$ cat src/rtl/regfile_wb_sched_pkg.sv
// regfile_wb_sched_pkg: shared register-file widths, register count and requester indices
package regfile_wb_sched_pkg;
  localparam int ADDR_W_DEF = 5;
  localparam int DATA_W_DEF = 32;
  localparam int NREGS = 32;
  localparam logic REQ_A = 1'b0;
  localparam logic REQ_B = 1'b1;
endpackage

$ cat src/rtl/regfile_wb_sched_scoreboard.sv
// wb_scoreboard: per-register pending-write bits, claim-over-commit priority, source hazard detect
module wb_scoreboard
  import regfile_wb_sched_pkg::*;
#(
  parameter int ADDR_W = ADDR_W_DEF
) (
  input  logic              Clk,
  input  logic              Reset,
  input  logic              ClaimEn,
  input  logic [ADDR_W-1:0] ClaimRd,
  input  logic              RegWr,
  input  logic [ADDR_W-1:0] RD,
  input  logic [ADDR_W-1:0] RS1,
  input  logic [ADDR_W-1:0] RS2,
  output logic [NREGS-1:0]  Busy,
  output logic              Hazard
);
  logic [NREGS-1:0] busy_q, busy_d;
  // commit clears, claim applied after so it wins; register 0 is never busy
  always_comb begin
    busy_d = busy_q;
    if (RegWr) busy_d[RD] = 1'b0;
    if (ClaimEn) busy_d[ClaimRd] = 1'b1;
    busy_d[0] = 1'b0;
  end
  // scoreboard state
  always_ff @(posedge Clk or negedge Reset)
    if (!Reset) busy_q <= '0;
    else busy_q <= busy_d;
  assign Busy = busy_q;
  assign Hazard = busy_q[RS1] | busy_q[RS2];
endmodule

$ cat src/rtl/regfile_wb_sched.sv
// regfile_wb_sched: two-requester writeback arbiter with registered RF write port; WB_ROUND_ROBIN_EN selects round robin over fixed A priority
module regfile_wb_sched
  import regfile_wb_sched_pkg::*;
#(
  parameter int ADDR_W = ADDR_W_DEF,
  parameter int DATA_W = DATA_W_DEF
) (
  input  logic              Clk,
  input  logic              Reset,
  input  logic              AValid,
  input  logic [ADDR_W-1:0] ARd,
  input  logic [DATA_W-1:0] AData,
  output logic              AReady,
  input  logic              BValid,
  input  logic [ADDR_W-1:0] BRd,
  input  logic [DATA_W-1:0] BData,
  output logic              BReady,
  input  logic              ClaimEn,
  input  logic [ADDR_W-1:0] ClaimRd,
  input  logic [ADDR_W-1:0] RS1,
  input  logic [ADDR_W-1:0] RS2,
  output logic              Hazard,
  output logic [NREGS-1:0]  Busy,
  output logic [ADDR_W-1:0] RD,
  output logic [DATA_W-1:0] WData,
  output logic              RegWr
);
  logic [ADDR_W-1:0] rd_q, rd_d;
  logic [DATA_W-1:0] wdata_q, wdata_d;
  logic              regwr_q, regwr_d;
`ifdef WB_ROUND_ROBIN_EN
  logic prio_q, prio_d;
  // grant: prio_q names the winner of the next contention, flipped only on contention
  always_comb begin
    AReady = AValid & (~BValid | (prio_q == REQ_A));
    BReady = BValid & ~AReady;
    prio_d = (AValid & BValid) ? (AReady ? REQ_B : REQ_A) : prio_q;
  end
  // round-robin pointer
  always_ff @(posedge Clk or negedge Reset)
    if (!Reset) prio_q <= REQ_A;
    else prio_q <= prio_d;
`else
  // grant: fixed priority, A wins contention
  always_comb begin
    AReady = AValid;
    BReady = BValid & ~AValid;
  end
`endif
  // winner capture; idle cycles hold RD/WData and drop RegWr, writes to r0 are swallowed
  always_comb begin
    rd_d = AReady ? ARd : BReady ? BRd : rd_q;
    wdata_d = AReady ? AData : BReady ? BData : wdata_q;
    regwr_d = (AReady | BReady) & (rd_d != '0);
  end
  // write-port register
  always_ff @(posedge Clk or negedge Reset)
    if (!Reset) begin
      rd_q <= '0;
      wdata_q <= '0;
      regwr_q <= 1'b0;
    end else begin
      rd_q <= rd_d;
      wdata_q <= wdata_d;
      regwr_q <= regwr_d;
    end
  assign RD = rd_q;
  assign WData = wdata_q;
  assign RegWr = regwr_q;
  wb_scoreboard #(.ADDR_W(ADDR_W)) u_sb (
    .Clk(Clk), .Reset(Reset), .ClaimEn(ClaimEn), .ClaimRd(ClaimRd),
    .RegWr(regwr_q), .RD(rd_q), .RS1(RS1), .RS2(RS2), .Busy(Busy), .Hazard(Hazard)
  );
endmodule

$ cat config.mk
export PLATFORM = sky130hd
export DESIGN_NAME = regfile_wb_sched
export DESIGN_NICKNAME = d
export VERILOG_FILES = /design/src/rtl/regfile_wb_sched_pkg.sv /design/src/rtl/regfile_wb_sched_scoreboard.sv /design/src/rtl/regfile_wb_sched.sv
export SDC_FILE = /design/constraint.sdc
export NUM_CORES = 1
export LEC_CHECK = 0
export CAP_MARGIN = 20
export CORE_UTILIZATION = 55
export CTS_CLUSTER_SIZE = 40
export DETAILED_ROUTE_END_ITERATION = 7
export DONT_BUFFER_PORTS = 1
export GPL_ROUTABILITY_DRIVEN = 0
export HOLD_SLACK_MARGIN = 0.02
export PLACE_DENSITY = 0.73
export SLEW_MARGIN = 20
export SYNTH_ARGS = -nofsm -noshare
export SYNTH_HDL_FRONTEND = slang
export SYNTH_SLANG_ARGS = --single-unit
$ cat constraint.sdc
create_clock -name Clk -period 1.9 [get_ports Clk]
set_input_delay 0.095 -clock Clk [delete_from_list [all_inputs] [get_ports Clk]]
set_output_delay 0.095 -clock Clk [all_outputs]
set_load 0.05 [all_outputs]
Word level (Yosys, flattened, before mapping). Cells that the tools add are included.

Multiply operators: 0. Reduce and logical (&&, ||, !) cells: 4. Order comparisons: 6. Mux-type cells: 14. Shift-type cells: 0. Add/subtract/negate cells: 0. Eq/ne operators: 0. Divide/modulo/power cells: 0. Bitwise operators: 8.

Operator list (number): $mux 32 (4); $and 32x32->32 (1); $not 32->32 (1); $or 32x32->32 (1); $lt 5x6->1 const B (4); $bmux 1 s5 (2); $demux 1 s5 (2); $ge 5x1->1 const B (2); $mux 5 (2); $reduce_bool 5->1 (1); $mux 1 (4); $and 1x1->1 (2); $logic_and 1x1->1 (2); $or 1x1->1 (2); $reduce_bool 2->1 (1); $not 1->1 (1).

Latch bits: 0. Memory bits (read-only): 0. Output and inout port bits: 73. Word-level logic and storage cells: 36. RAM bits: 0. Memories kept: 0. Register bits: 69. Bits of input ports: 94.

Longest topological paths before layout. Gate-level depths: netlist of the first run.

Depth in word-level cells: 9. Depth in mapped cells: 6. Gate-level depth less buffers: 5.

Hierarchy. A second synthesis of the first run with hierarchy kept.

Cell total of the unflattened synthesis: 340. Area, all modules: 3585.9 sq um.

Modules (own cells, without submodules): wb_scoreboard (instances 1, area each 1853.0 sq um, seq. area each 775.7 sq um, cells an instance 175); regfile_wb_sched (instances 1, area each 1732.9 sq um, seq. area each 950.9 sq um, cells an instance 165).

Worst setup path before layout of the first run. No wires, ideal clock.

Kind: register to output. From: reg u_sb.busy_q[23] (netlist: u_sb.Busy[23]). To: out Hazard. Slack: -317 ps. Path buffers: 0. Cell stages (with the launch flop): 5. Required time: 1805 ps. Arrival time: 2122 ps. Cells stage by stage: dfrtp_1 mux4_1 mux2_2 a311oi_1 nand4_1.

Word-level cells in the longest chain between the ends: 3. Elaborated cells on any way between the ends: 5. Those cells by class: mux: 4; bitwise: 1.

RTL lines: start: declaration (RTL line regfile_wb_sched_scoreboard.sv:18) `logic [NREGS-1:0] busy_q, busy_d;`; start signal: assignment (RTL line regfile_wb_sched_scoreboard.sv:29) `else busy_q <= busy_d;`; $bmux 1 s5 (RTL line regfile_wb_sched_scoreboard.sv:31) `assign Hazard = busy_q[RS1] | busy_q[RS2];`; $mux 1 (implied by the code) (RTL line regfile_wb_sched_scoreboard.sv:31); $or 1x1->1 * (RTL line regfile_wb_sched_scoreboard.sv:31); end: declaration (RTL line regfile_wb_sched.sv:22) `output logic Hazard,`.

Every way passes the cells marked *; elsewhere a longest branch is shown, timed or not. The select of a mux whose other input is x is not followed.

Worst setup path in the final report of the first run.
From: reg u_sb.busy_q[26] (netlist: u_sb.Busy[26]). To: out Hazard.

Same word-level chain as after synthesis.

==> impl_metrics.tcl, run 1 <==
set metrics [dict create \
    whs_ns 0.0228 \
    min_to "RD[1]" \
    die-width_um 82.6 \
    num_antenna_cells 0 \
    grt_overflow 0 \
    final_hold_viol_count 0 \
    grt_pass1_wl_mm 17.1 \
    drive_gt1_share_pct 22.0 \
    violations "negative setup slack" \
    slew-limit-headroom_pct 62.8 \
    antenna_found_initial 0 \
    cap_viol_max_count 0 \
    fin_crit_ns 2.15 \
    synth.most_common_cell "o21ai_0" \
    ys_types 34 \
    cts_root_buffer "clkbuf_8" \
    crit_chain "mux4_2, mux2_4, a311oi_2, nand4_1, buf_6" \
    synth-seq-area-share_pct 48.3 \
    cts_tree "done" \
    grt_pass1_vias 3313 \
    synthCells 335 \
    avgSynthCellArea_sq_um 10.7 \
    pre_cts_ws_ns 0.0709 \
    post_dp_cell_area_sq_um 3890 \
    timing.reg2reg.worst_path_depth 3 \
    io_buffers 0 \
    fp.dieH_um 82.6 \
    design_area_sq_um 4910 \
    cp.required_ns 1.80 \
    syn_nets 429 \
    skew_ns 0.0143 \
    end_kind "primary output" \
    ys_seq_elements 69 \
    min_delay_path_depth 2 \
    synthTopCellsByArea "dfrtp_1, o21ai_0, mux2i_1" \
    vias_per_cell 6.45 \
    grt_max_degree 76 \
    crit_arrival_ns 2.05 \
    ant_nets 0 \
    grt_use_total_pct 35.5 \
    rows 29 \
    yosys-top-cells-count "o21ai_0, dfrtp_1, nand2_1" \
    firstDrtPassIters 7 \
    cts_made_buffers 9 \
    nets 538 \
    finalSetupViolations 1 \
    hold_path.class "in2reg" \
    clk_latency_ns 0.35 \
    routed_wl_mm 11.7 \
    dieArea_sq_um 6820 \
    yosysWarnings 0 \
    finalCritPeriodShare_pct 113 \
    final_cells 526 \
    crit_fanout 4 \
    rsz0062_at_grt "yes" \
    clkTransAtPathRegs_ns 0.09 \
    status "complete, but fails checks" \
    slew_viol_final 0 \
    dp.final_hpwl_mm 6.61 \
    num_vias 3393 \
    post_drt_wl_per_cell_um 22.3 \
    netlist_area_sq_um 3570 \
    r2r_start "WData[24]" \
    crit_path_start_kind "flop" \
    syn_to_final_growth_pct 37.3 \
    drc 0 \
    p_per_area_nw_per_um2 1230 \
    synth_ff_type "dfrtp_1" \
    worst_pin_slew_ns 0.558 \
    initial_core_util_pct 56.6 \
    crit_slowest_cell "mux4_2" \
    p_leak_nw 2.08 \
    hold_start "BRd[1]" \
    crit_type "reg2out" \
    n_fill_cell 399 \
    synth-async-reset-ratio_pct 100 \
    synth_enable_flop_cells 0 \
    yosys.area.top_type "dfrtp_1" \
    setup_slack_ns -0.249 \
    reg2reg_slack_ns 0.16 \
    cts_sinks 69 \
    ir_drop_uv 859 \
    clock_path_buffers 2 \
    fmax_ghz 0.465 \
    drt_iter0_markers 307 \
    r2r_end "WData[24]" \
    place_inst 432 \
    ios 167 \
    critPathMaxStageDelay_ns 0.47 \
    synth_top_area_share_pct 48.3 \
    htreeDepth 3 \
    fp.coreArea_sq_um 6310 \
]
## worst max path at each step
stage / from / to / slack (ns) / depth (start not counted)
global placement: u_sb.Busy[30] / Hazard / 0.12 / 6
finish: u_sb.Busy[26] / Hazard / -0.25 / 5
CTS: u_sb.Busy[26] / Hazard / -0.25 / 5
global route: u_sb.Busy[26] / Hazard / -0.29 / 5
floorplan: u_sb.Busy[31] / Hazard / -0.16 / 4
detailed placement: u_sb.Busy[26] / Hazard / 0.07 / 5
## flip-flops by register name, summed over array words and instances (netlist names)
signal     cells
RD             5
RegWr          1
u_sb.Busy     31
WData         32
## final cells by class
type | count | area (sq um) | area share, %
sequential | 69 | 1750 | 35.7
multi-input combinational | 243 | 1740 | 35.5
timing repair buffer | 119 | 1120 | 22.8
clock buffer | 9 | 124 | 2.52
tap | 77 | 96.3 | 1.96
clock inverter | 7 | 66.3 | 1.35
inverter | 2 | 7.51 | 0.153
## through the flow
stage          total power (W)  setup TNS, ns  util, %
4_1_cts                0.00593         -0.248     77.4
6_report               0.00602         -0.249     77.7
3_3_place_gp           0.00448              0     61.6
5_1_grt                0.00626         -0.291     77.7
2_1_floorplan          0.00390         -0.157        -
3_5_place_dp           0.00454              0     61.6
## logic make-up after synthesis
logic type | count (synthesis) | share of synthesized area (%)
flip-flops | 69 | 48.3
multiplexers | 56 | 21.3
AO/OA/AOI/OAI | 110 | 16.2
AND/OR/NAND/NOR | 76 | 10.9
buffers and inverters | 23 | 3.22
other | 1 | 0.105
## worst max-delay path, delay by kind of cell, from the launching register on
family                 cells  cell delay (ns)
AOI/OAI and AO/OA          1             0.21
buffers and inverters      1             0.17
DFF                        1             0.44
muxes                      2             0.76
and+or+nand+nor            1             0.14
## layout by cell type, fill, tap and decap left out, drive strengths merged, types with 2 or more instances in the layout
cell type    synthesis  final
mux2i               39     39
nor3b                2      2
or3                  2      2
mux4                14     14
nand2               41     41
nand3                4      4
dfrtp               69     69
a21oi                3      3
nor2b                2      2
buf                 11     44
o21ai               99     99
nor2                 5      5
nand3b              12     12
inv                  2      2
clkinv               0      5
mux2                 3      3
dlygate4sd3          0     75
or3b                 4      4
clkbuf              10      9
## report_power, final
| part | switching (W) | internal, W |
|---|---|---|
| Sequential | 0.000509 | 0.00182 |
| Clock | 0.000586 | 0.000599 |
| Combinational | 0.00158 | 0.000929 |
## timing repair
| item | 4_1_cts | 5_1_grt |
|---|---|---|
| setup endpoints to repair | 1 | 1 |
| resized for setup | 3 | 3 |
| hold buffers | 77 | 0 |
| setup buffers | 0 | 1 |
| hold endpoints to repair | 133 | 0 |
## routing by layer
| metal | global-route usage [%] | share of wire [%] | wire length [um] | vias up |
|---|---|---|---|---|
| li1 | - | - | - | 1465 |
| met4 | 17.6 | 3.6 | 418 | 0 |
| met2 | 58.9 | 51 | 5940 | 248 |
| met1 | 40.6 | 35 | 4140 | 1634 |
| met3 | 12.6 | 10 | 1230 | 46 |
| met5 | 0 | 0 | 0 | - |
No activity file was read; power rests on OpenSTA's default activity.
==> inputs of run 2 (changes only) <==
==> constraint.sdc (replaced) <==
create_clock -name Clk -period 1.9 [get_ports Clk]
set_input_delay 0.285 -clock Clk [delete_from_list [all_inputs] [get_ports Clk]]
set_output_delay 0.285 -clock Clk [all_outputs]
set_load 0.05 [all_outputs]
==> run 2 against run 1 <==
Die area stayed put. Setup slack worse by 0.17 ns. First-iteration DRC count is 38% lower. Sequential power hardly changed. The flow still finishes with violations (negative setup slack). Clock skew is 0.0064 ns lower. Critical endpoint unchanged. Combinational power is 5% lower. Highest routed layer unchanged.
==> impl_metrics.tcl, run 2 (synthesis gave the netlist of run 1 again) <==
set metrics [dict create \
    vias_per_cell 6.32 \
    grt_overflow 0 \
    post_drt_wl_per_cell_um 20.2 \
    final_cell_mix "o21ai_0, dfrtp_1, buf_4, nand2_1, mux2i_1" \
    cp.required_ns 1.62 \
    crit_type "reg2out" \
    pre_cts_ws_ns -0.0838 \
    worst_pin_slew_ns 0.481 \
    setup-tns-final_ns -0.415 \
    r2r_start "RD[0]" \
    r2r_end "u_sb.Busy[28]" \
    crit_chain "mux4_2, mux2_4, a21oi_2, a41o_1, nand4_1, buf_6" \
    n_fill_cell 508 \
    largest_register_ffs 32 \
    min_delay_path_depth 1 \
    rsz0062_at_grt "yes" \
    final_hold_viol_count 0 \
    crit_path_start_kind "flop" \
    reg2reg_slack_ns 0.39 \
    clkTransAtPathRegs_ns 0.08 \
    p_leak_nw 1.79 \
    cts_sinks 69 \
    clk_latency_ns 0.34 \
    p_per_area_nw_per_um2 1420 \
    grt_use_total_pct 27.5 \
    dp.final_hpwl_mm 6.55 \
    cts_made_buffers 9 \
    crit_fanout 3 \
    syn_to_final_growth_pct 18.2 \
    grt_pass1_vias 2669 \
    critPathMaxStageDelay_ns 0.47 \
    cts_root_buffer "clkbuf_8" \
    crit_buf_inv 1 \
    firstDrtPassIters 5 \
    p_sw_share_pct 42.6 \
    violations "negative setup slack" \
    path_delay_family "multiplexers" \
    min_to "WData[26]" \
    clock_power_share_pct 22.1 \
    fp.coreArea_sq_um 6310 \
    grt_pass1_wl_mm 13.3 \
    ant_nets 0 \
    p_comb_share_pct 39.6 \
    antenna_found_initial 0 \
    num_vias 2889 \
    drive_gt1_share_pct 27.4 \
    fin_util_pct 66.9 \
    skew_ns 0.00789 \
    initial_core_util_pct 56.6 \
    grt_max_degree 78 \
    end_kind "primary output" \
    die-width_um 82.6 \
    p_int_w 0.00344 \
    dieArea_sq_um 6820 \
    layout_commonest_cell "o21ai_0" \
    slew_viol_final 0 \
    status "complete, but fails checks" \
    ios 167 \
    fp.dieH_um 82.6 \
    htreeDepth 3 \
    slew-limit-headroom_pct 67.1 \
    p_seq_share_pct 38.3 \
    hold_path.class "in2reg" \
    ir_drop_uv 849 \
    fin_crit_ns 2.31 \
    finalCritPeriodShare_pct 122 \
    hold_start "AValid" \
    fmax_ghz 0.432 \
    drc 0 \
    finalSetupViolations 1 \
    drt_iter0_markers 191 \
    p_sw_w 0.00256 \
    routed_wl_mm 9.23 \
    crit_slowest_cell "mux4_2" \
    cap_viol_max_count 0 \
    clock_path_buffers 2 \
    timing.reg2reg.worst_path_depth 3 \
    setup_slack_ns -0.415 \
    rows 29 \
    io_buffers 0 \
    cts_tree "done" \
    nets 469 \
    crit_arrival_ns 2.03 \
    num_antenna_cells 0 \
]
## run 2: cell type report
type | count | area (sq um) | share of cell area, %
multi-input combinational | 243 | 1740 | 41.2
clock inverter | 6 | 86.3 | 2.04
clock buffer | 10 | 138 | 3.26
tap | 77 | 96.3 | 2.28
sequential | 69 | 1750 | 41.5
timing repair buffer | 50 | 402 | 9.51
inverter | 2 | 7.51 | 0.178
## run 2: stage by stage
stage,cells,hold WS [ns],total power [W],instance area [sq um]
6_report,457,0.0484,0.00600,4220
3_5_place_dp,438,-0.00875,0.00462,3930
5_1_grt,457,0.0486,0.00625,4220
4_1_cts,455,-0.379,0.00597,4180
2_1_floorplan,335,-0.0106,0.00390,3590
3_3_place_gp,438,-0.00956,0.00456,3930
## run 2: worst max-delay path by stage
stage | startpoint | endpoint | slack, ns | cells past startpoint
final | u_sb.Busy[18] | Hazard | -0.41 | 6
after global routing | u_sb.Busy[26] | Hazard | -0.46 | 6
after CTS | u_sb.Busy[26] | Hazard | -0.42 | 6
after detailed placement | u_sb.Busy[31] | Hazard | -0.08 | 5
after global placement | u_sb.Busy[26] | Hazard | -0.06 | 5
after floorplan | u_sb.Busy[31] | Hazard | -0.35 | 4
## run 2: power by group through the flow
stage	clock, W	combinational, W	sequential (W)
finish	0.00133	0.00238	0.00230
global route	0.00141	0.00251	0.00233
CTS	0.00135	0.00233	0.00229
detailed placement	0	0.00230	0.00232
global placement	0	0.00227	0.00229
floorplan	0	0.000677	0.00322
## run 2: metal layers
| layer | wire [um] | vias to the layer above | GRT usage, % | share of wire, % |
|---|---|---|---|---|
| met5 | 0 | - | 0 | 0 |
| met4 | 218 | 0 | 15.0 | 2.4 |
| met3 | 791 | 21 | 7.69 | 8.6 |
| met2 | 4550 | 156 | 44.0 | 49 |
| met1 | 3670 | 1393 | 33.8 | 40 |
| li1 | - | 1319 | - | - |
## run 2: repair_timing
action,CTS,global route
endpoints found under the hold margin,69,69
endpoints found under the setup margin,1,1
buffers inserted,1,0
pin swaps,2,0
gates resized for setup,4,1
==> inputs of run 3 (changes only) <==
--- a/config.mk
+++ b/config.mk
@@ -13,6 +13,7 @@
 export GPL_ROUTABILITY_DRIVEN = 0
 export HOLD_SLACK_MARGIN = 0.02
 export PLACE_DENSITY = 0.73
+export SETUP_SLACK_MARGIN = 0.02
 export SLEW_MARGIN = 20
 export SYNTH_ARGS = -nofsm -noshare
 export SYNTH_HDL_FRONTEND = slang
==> run 3 against run 2 <==
The run ends with negative hold slack, negative setup slack left. Routed wire length down 0.29%. Maximum frequency hardly changed. Flip-flop and latch count stayed put. Core utilization down 0.59 points. Die area stayed put. Critical path depth is the same. Register-to-register slack hardly changed.
==> impl_metrics.tcl, run 3 (synthesis gave the netlist of run 1 again) <==
set metrics [dict create \
    final_cell_mix "o21ai_0, dfrtp_1, buf_4, nand2_1, mux2i_1" \
    io_buffers 0 \
    fp.dieH_um 82.6 \
    fin_crit_ns 2.32 \
    p_seq_share_pct 38.4 \
    reg2reg_slack_ns 0.40 \
    design_area_sq_um 4190 \
    fmax_ghz 0.432 \
    rows 29 \
    r2r_end "u_sb.Busy[28]" \
    cap_viol_max_count 0 \
    ir_drop_uv 849 \
    post_drt_wl_per_cell_um 20.2 \
    violations "negative hold slack, negative setup slack" \
    cts_made_buffers 9 \
    clock_path_buffers 2 \
    dp.final_hpwl_mm 6.55 \
    hold_path.class "in2async" \
    grt_max_degree 78 \
    dieArea_sq_um 6820 \
    slew-limit-headroom_pct 67.1 \
    grt_pass1_wl_mm 13.3 \
    grt_pass1_vias 2669 \
    rsz0062_at_grt "yes" \
    end_kind "primary output" \
    firstDrtPassIters 5 \
    whs_ns -0.367 \
    clkTransAtPathRegs_ns 0.08 \
    num_antenna_cells 0 \
    final_hold_viol_count 69 \
    status "complete, but fails checks" \
    num_vias 2894 \
    setup_slack_ns -0.416 \
    htreeDepth 3 \
    timing.reg2reg.worst_path_depth 3 \
    n_fill_cell 510 \
    final_cells 455 \
    cts_tree "done" \
    place_inst 438 \
    worst_pin_slew_ns 0.481 \
    vias_per_cell 6.36 \
    largest_register_ffs 32 \
    cp.required_ns 1.62 \
    crit_arrival_ns 2.03 \
    drc 0 \
    multi_input_area_sq_um 1740 \
    fp.coreArea_sq_um 6310 \
    clock_power_share_pct 22.3 \
    syn_to_final_growth_pct 17.1 \
    finalSetupViolations 1 \
    die-width_um 82.6 \
    p_per_area_nw_per_um2 1430 \
    initial_core_util_pct 56.6 \
    drive_gt1_share_pct 27.2 \
    layout_commonest_cell "o21ai_0" \
    routed_wl_mm 9.20 \
    finalCritPeriodShare_pct 122 \
    p_int_w 0.00344 \
    cts_root_buffer "clkbuf_8" \
    grt_use_total_pct 27.5 \
    post_dp_cell_area_sq_um 3930 \
    antenna_found_initial 0 \
    seqCellArea_sq_um 1750 \
    cts_sinks 69 \
    nets 467 \
    p_comb_share_pct 39.3 \
    clk_latency_ns 0.34 \
    drt_iter0_markers 180 \
    p_sw_share_pct 42.5 \
    crit_fanout 3 \
    crit_type "reg2out" \
    p_sw_w 0.00254 \
    p_leak_nw 1.77 \
    ios 167 \
    r2r_start "RD[0]" \
    grt_overflow 0 \
    skew_ns 0.00678 \
    slew_viol_final 0 \
    ant_nets 0 \
    crit_path_start_kind "flop" \
]
-- run 3: changes by cell type in the layout (fill, tap and decap cells not counted) --
| cell | delta |
|---|---|
| buf_16 | -1 |
| dlygate4sd3_1 | -1 |
-- run 3: routing by layer --
metal,global-route usage (%),vias up,share of wire [%]
li1,-,1316,-
met1,33.8,1393,40
met2,44.0,166,49
met3,7.69,19,9.1
met4,15.0,0,2.1
met5,0,-,0
-- run 3: what timing repair did --
item	CTS	global route
endpoints found under the setup margin	1	1
pin swaps	2	0
setup buffers	1	0
hold endpoints to repair	69	69
gates resized for setup	4	1
-- run 3: layout make-up --
class	count	area share, %
Inverter	2	0.179
Multi-Input combinational cell	243	41.6
Timing Repair Buffer	48	8.70
Sequential cell	69	41.9
Tap cell	77	2.30
Clock inverter	6	2.06
Clock buffer	10	3.29
-- run 3: through the flow --
| step | total power (W) | util [%] | setup WS (ns) | setup TNS (ns) | hold slack (ns) |
|---|---|---|---|---|---|
| floorplan | 0.00390 | - | -0.347 | -0.347 | -0.0106 |
| global placement | 0.00456 | 62.3 | -0.0551 | -0.0551 | -0.00956 |
| detailed placement | 0.00462 | 62.3 | -0.0838 | -0.0838 | -0.00875 |
| CTS | 0.00597 | 66.2 | -0.415 | -0.415 | -0.379 |
| global route | 0.00621 | 66.3 | -0.459 | -0.459 | -0.383 |
| finish | 0.00597 | 66.3 | -0.416 | -0.416 | -0.367 |
-- run 3: worst max-delay path, cell delays in order (launching register included) --
cell     delay, ns
dfrtp_2       0.43
mux4_2        0.47
mux2_4        0.28
a21oi_2       0.12
a41o_1        0.11
nand4_1       0.11
buf_6         0.18
-- run 3: worst max path at each step --
stage | slack [ns] | depth (start not counted) | endpoint | start
after floorplan | -0.35 | 4 | Hazard | u_sb.Busy[31]
after global placement | -0.06 | 5 | Hazard | u_sb.Busy[26]
after detailed placement | -0.08 | 5 | Hazard | u_sb.Busy[31]
after CTS | -0.42 | 6 | Hazard | u_sb.Busy[26]
after global routing | -0.46 | 6 | Hazard | u_sb.Busy[26]
final | -0.42 | 6 | Hazard | u_sb.Busy[18]
-- run 3: power by group through the flow --
stage / Sequential, W / Clock, W / Combinational [W]
finish: 0.00230 / 0.00133 / 0.00235
global route: 0.00233 / 0.00141 / 0.00247
CTS: 0.00229 / 0.00135 / 0.00233
detailed placement: 0.00232 / 0 / 0.00230
global placement: 0.00229 / 0 / 0.00227
floorplan: 0.00322 / 0 / 0.000677
